===== src/rtl/universal_shift_reg_seq.sv =====
// universal_shift_reg_seq: command-driven universal shift register.
// Executes multi-step shift/rotate commands under a start/busy/done handshake.
// Ports:
//   clk, rst            - clock and synchronous active-high reset
//   start, mode, count  - command request, operation code, step count
//   p_din               - parallel load data
//   s_left_din          - serial input entering the LSB on left shifts
//   s_right_din         - serial input entering the MSB on right shifts
//   p_dout              - register contents
//   s_left_dout         - p_dout MSB
//   s_right_dout        - p_dout LSB
//   busy                - multi-step command in progress
//   done                - single-cycle completion pulse
module universal_shift_reg_seq #(
  parameter int unsigned WIDTH = 8,
  parameter int unsigned CNT_W = 4
) (
  input  logic             clk,
  input  logic             rst,
  input  logic             start,
  input  logic [2:0]       mode,
  input  logic [CNT_W-1:0] count,
  input  logic [WIDTH-1:0] p_din,
  input  logic             s_left_din,
  input  logic             s_right_din,
  output logic [WIDTH-1:0] p_dout,
  output logic             s_left_dout,
  output logic             s_right_dout,
  output logic             busy,
  output logic             done
);

  localparam logic [0:0] IDLE = 1'b0;
  localparam logic [0:0] RUN  = 1'b1;

  localparam logic [2:0] M_HOLD = 3'b000;
  localparam logic [2:0] M_SHR  = 3'b001;
  localparam logic [2:0] M_SHL  = 3'b010;
  localparam logic [2:0] M_LOAD = 3'b011;
  localparam logic [2:0] M_ROR  = 3'b100;
  localparam logic [2:0] M_ROL  = 3'b101;
  localparam logic [2:0] M_ASR  = 3'b110;

  logic [0:0]       state_q, state_d;
  logic [2:0]       mode_q, mode_d;
  logic [CNT_W-1:0] rem_q, rem_d;
  logic [WIDTH-1:0] data_q, data_d;
  logic             done_q, done_d;
  logic [WIDTH-1:0] step_val;

  // One single-bit step of the latched operation.
  always_comb begin
    step_val = data_q;
    case (mode_q)
      M_SHR:   step_val = {s_right_din, data_q[WIDTH-1:1]};
      M_SHL:   step_val = {data_q[WIDTH-2:0], s_left_din};
      M_ROR:   step_val = {data_q[0], data_q[WIDTH-1:1]};
      M_ROL:   step_val = {data_q[WIDTH-2:0], data_q[WIDTH-1]};
      M_ASR:   step_val = {data_q[WIDTH-1], data_q[WIDTH-1:1]};
      default: step_val = data_q;
    endcase
  end

  // Next-state and datapath control.
  always_comb begin
    state_d = state_q;
    mode_d  = mode_q;
    rem_d   = rem_q;
    data_d  = data_q;
    done_d  = 1'b0;
    if (state_q == IDLE) begin
      if (start) begin
        if (mode == M_LOAD) begin
          data_d = p_din;
          done_d = 1'b1;
        end else if (mode == M_HOLD || mode == 3'b111 || count == '0) begin
          // Hold, reserved and zero-length commands complete immediately.
          done_d = 1'b1;
        end else begin
          mode_d  = mode;
          rem_d   = count;
          state_d = RUN;
        end
      end
    end else begin
      data_d = step_val;
      rem_d  = rem_q - CNT_W'(1);
      if (rem_q == CNT_W'(1)) begin
        state_d = IDLE;
        done_d  = 1'b1;
      end
    end
  end

  // State register; reset has priority over any command.
  always_ff @(posedge clk) begin
    if (rst) begin
      state_q <= IDLE;
      mode_q  <= M_HOLD;
      rem_q   <= '0;
      data_q  <= '0;
      done_q  <= 1'b0;
    end else begin
      state_q <= state_d;
      mode_q  <= mode_d;
      rem_q   <= rem_d;
      data_q  <= data_d;
      done_q  <= done_d;
    end
  end

  assign p_dout       = data_q;
  assign s_left_dout  = data_q[WIDTH-1];
  assign s_right_dout = data_q[0];
  assign busy         = (state_q == RUN);
  assign done         = done_q;

endmodule


===== config.mk =====
export PLATFORM = sky130hd
export DESIGN_NAME = universal_shift_reg_seq
export DESIGN_NICKNAME = d
export VERILOG_FILES = /design/src/rtl/universal_shift_reg_seq.sv
export SDC_FILE = /design/constraint.sdc
export NUM_CORES = 1
export LEC_CHECK = 0
export CAP_MARGIN = 15
export CORE_MARGIN = 3
export CORE_UTILIZATION = 40
export CTS_BUF_LIST = sky130_fd_sc_hd__clkbuf_16
export DETAILED_ROUTE_END_ITERATION = 10
export PLACE_DENSITY = 0.74
export SETUP_SLACK_MARGIN = 0.15
export SYNTH_ARGS = -nofsm -noshare
export SYNTH_HDL_FRONTEND = slang
export SYNTH_SLANG_ARGS = --single-unit

===== constraint.sdc =====
create_clock -name clk -period 2 [get_ports clk]
set_input_delay 0.3 -clock clk [delete_from_list [all_inputs] [get_ports clk]]
set_output_delay 0.3 -clock clk [all_outputs]
set_load 0.01 [all_outputs]

==> run_results.csv <==
group,metric,value,unit
status,outcome,"complete, no violations",
clock_tree,cts.root.buffer_cell,"sky130_fd_sc_hd__clkbuf_16",
layout,area.sequential,340.3,um2
clock_tree,h_tree_depth,1,
worst_setup_path,timing.critical_path.cells,"buf_4, clkdlybuf4s50_1",
worst_setup_path,critPathLaunchType,"flop",
route,detail_route.drc_violations,0,
die,die_x,57.29,um
place,dpl.hpwl,1910,um
timing,slew_at_the_pin_closest_to_its_max_slew_limit,0.4427,ns
die,die-area,3282,um2
power_and_ir_drop,power_leakage,0.0005742,uW
timing,worst_slew_margin_rel,0.7007,
synth,postSynthCellCount,124,
worst_setup_path,cp_slowest_stage_delay,0.60,ns
timing,rsz0062_at_grt,"no",
synth,ys_warn_count,0,
worst_setup_path,critical_path.slowest_cell,"sky130_fd_sc_hd__clkdlybuf4s50_1",
worst_setup_path,critical_path_class,"flop to output pin",
global_routing,global_route_wire_length_before_repair,4181,um
synth,synth_net_count,146,
layout,layout.filler_cells,211,
worst_setup_path,endpoint_type_of_the_worst_setup_path,"output pin",
clock_tree,tritoncts.num_buffers,3,
timing,layout_worst_path_cycle_share,0.8899,
layout,syn2layout_area_growth,37.57,%
timing,max_clock_freq,0.5619,GHz
timing,layout_min_cycle_time,1.780,ns
global_routing,grt_start_max_net_pins,32,
route,detailroute.via_count,1006,
clock_tree,cts_sinks,17,
die,row_count,17,
hold_path,timing.hold.worst.start,"p_dout[4]",
route,drt_iter0_drc,22,
global_routing,grt_util_all_layers,0.1613,
flow_run,drv_cap,0,
global_routing,grt_pass1_vias,935,
synth,synth.cell_area,1052,um2
layout,fin_nets,177,
clock_tree,max-clock-path-buffers,2,
global_routing,grt_antenna_before_repair,0,
die,ioPinCount,32,
clock_tree,clock_tree_from_tritoncts,"done",
timing,finalSetupViolCount,0,
layout,n_antenna_cell,0,
global_routing,grt-ovfl-total,0,
route,detail-route-antenna-nets,0,
die,floorplan.die.height,57.29,um
power_and_ir_drop,powerDensity,714.9,nW/um2
route,mean_routed_wirelength_per_cell,14.21,um
synth,sequential_share_of_the_synthesized_area,0.3234,
power_and_ir_drop,worst_supply_voltage_drop_on_vdd,0.0006697,V
place,detailedPlace.worstSlack,-0.04016,ns
clock_tree,cts_hold_buffers,0,
worst_setup_path,worstReg2RegStart,"mode_q[2]",
worst_setup_path,worst_setup_path_startpoint,"busy",
synth,yosys.cell_types.count,43,
clock_tree,clk_latency,0.25,ns
worst_setup_path,timing.critical_path.fanout_max,31,
place,numPortBuffers,31,
timing,setup_tns,0,ns
route,route.final.wire_length,2587,um
timing,report.final.hold_viol_count,0,
die,start_util,0.4457,
route,first_pass_iters,4,
worst_setup_path,arrival_time_at_the_worst_endpoint,1.48,ns
clock_tree,post_cts_resized,0,
hold_path,hold_crit_path_type,"flop to flop",
layout,footprint_of_the_multi_input_gates,641.9,um2
timing,final_number_of_max_transition_violations,0,
timing,clock_skew,0.003532,ns
route,post_drt_via_cell_ratio,5.527,
clock_tree,cts.reportedPaths.clkPinSlew,0.05,ns
synth,synthFlopType,"sky130_fd_sc_hd__dfxtp_1",
worst_setup_path,cp_data_required_time,1.70,ns
synth,syn-mean-instance-area,8.486,um2
synth,async_flop_share,0,
layout,drive_above_1_share,0.07792,
synth,number_of_flops_mapped_to_enable_cells_by_yosys,0,
die,core_region_area,2361,um2
clock_tree,cts.repair_timing.setup_buffer_count,0,
synth,synth_seq_cells,17,
place,gp_congestion,0.7484,
timing,layout_setup_ws,0.2203,ns
[stage by stage]
stage	area, um2	util	cells	hold slack (ns)	total power (uW)
final	1448	0.6131	182	0.4704	1035
after global routing	1448	0.6131	182	0.4836	1079
after CTS	1448	0.6131	182	0.4741	1036
after detailed placement	1369	0.5798	178	0.4670	642.4
after global placement	1369	0.5798	178	0.4534	636.1
after floorplan	1052	-	124	0.4439	544.9
[critical path, delay by kind of cell, from the launching register on]
| kind | cells | cell delay (ns) |
|---|---|---|
| buffers and inverters | 2 | 0.89 |
| DFF | 1 | 0.34 |
[logic make-up after synthesis]
family | Yosys count | share of synthesized area
AND/OR/NAND/NOR | 59 | 0.2973
buffers and inverters | 12 | 0.06658
XOR/XNOR | 2 | 0.01665
flip-flops | 17 | 0.3234
AO/OA/AOI/OAI | 24 | 0.1950
adder cells (fa/ha/maj) | 2 | 0.02378
multiplexers | 8 | 0.07729
[layout make-up]
type,count,share of cell area
clock buffers,3,0.05186
multi-input cells,95,0.4434
inverters,3,0.007779
well taps,28,0.02420
flip-flops and latches,17,0.2351
repair buffers,35,0.2351
clock inverters,1,0.002593
[routing by layer]
| layer | vias to the layer above | GRT usage | share of wire |
|---|---|---|---|
| met5 | - | 0 | 0 |
| met4 | 0 | 0.04305 | 0.0085 |
| met3 | 4 | 0.05882 | 0.055 |
| met2 | 25 | 0.2773 | 0.48 |
| met1 | 465 | 0.1888 | 0.45 |
| li1 | 512 | - | - |
[flip-flops by register name (all words and copies together), names as in the netlist]
| signal | cells |
|---|---|
| busy | 1 |
| rem_q | 4 |
| p_dout | 8 |
| mode_q | 3 |
| done | 1 |
[Yosys cell counts, types with 2 or more instances]
cell type | count | area (um2)
sky130_fd_sc_hd__dfxtp_1 | 17 | 340.3
sky130_fd_sc_hd__nor2_1 | 17 | 63.81
sky130_fd_sc_hd__nand2_1 | 11 | 41.29
sky130_fd_sc_hd__mux2i_1 | 7 | 70.07
sky130_fd_sc_hd__nand2b_1 | 6 | 37.54
sky130_fd_sc_hd__o31ai_1 | 6 | 45.04
sky130_fd_sc_hd__nor2b_1 | 4 | 25.02
sky130_fd_sc_hd__a211oi_1 | 3 | 22.52
sky130_fd_sc_hd__clkbuf_1 | 3 | 11.26
sky130_fd_sc_hd__inv_1 | 3 | 11.26
sky130_fd_sc_hd__nand3_1 | 3 | 15.01
sky130_fd_sc_hd__nand4_1 | 3 | 18.77
sky130_fd_sc_hd__nor3_1 | 3 | 15.01
sky130_fd_sc_hd__a21oi_1 | 2 | 10.01
sky130_fd_sc_hd__and3b_1 | 2 | 17.52
sky130_fd_sc_hd__buf_2 | 2 | 10.01
sky130_fd_sc_hd__buf_4 | 2 | 15.01
sky130_fd_sc_hd__buf_6 | 2 | 22.52
sky130_fd_sc_hd__ha_1 | 2 | 25.02
sky130_fd_sc_hd__o41ai_2 | 2 | 32.53
sky130_fd_sc_hd__or3_1 | 2 | 12.51
[where the power goes]
part	internal [uW]	total, uW	switching, uW	leakage (uW)
Sequential	366	395	28.6	0.000139
Clock	265	397	132	0.0000423
Combinational	131	243	112	0.000393
Total	762	1030	273	0.000574
[final timing paths]
| kind | slack (ns) | cells past startpoint | to |
|---|---|---|---|
| max reg2reg | 0.41 | 3 | p_dout[2] |
| min | 0.47 | 2 | p_dout[4] |
| min reg2reg | 0.47 | 2 | p_dout[4] |
| max | 0.22 | 2 | busy |
[layout by cell type (no fill, tap or decap), types with 4 or more instances in the layout]
cell and instances:
sky130_fd_sc_hd__nand2_1 11, sky130_fd_sc_hd__mux2i_1 7, sky130_fd_sc_hd__buf_4 4, sky130_fd_sc_hd__nand2b_1 6, sky130_fd_sc_hd__nor2b_1 4, sky130_fd_sc_hd__dfxtp_1 17
sky130_fd_sc_hd__inv_1 4, sky130_fd_sc_hd__nor2_1 17, sky130_fd_sc_hd__o31ai_1 6, sky130_fd_sc_hd__clkdlybuf4s50_1 31
No activity file was read; power rests on OpenSTA's default activity.
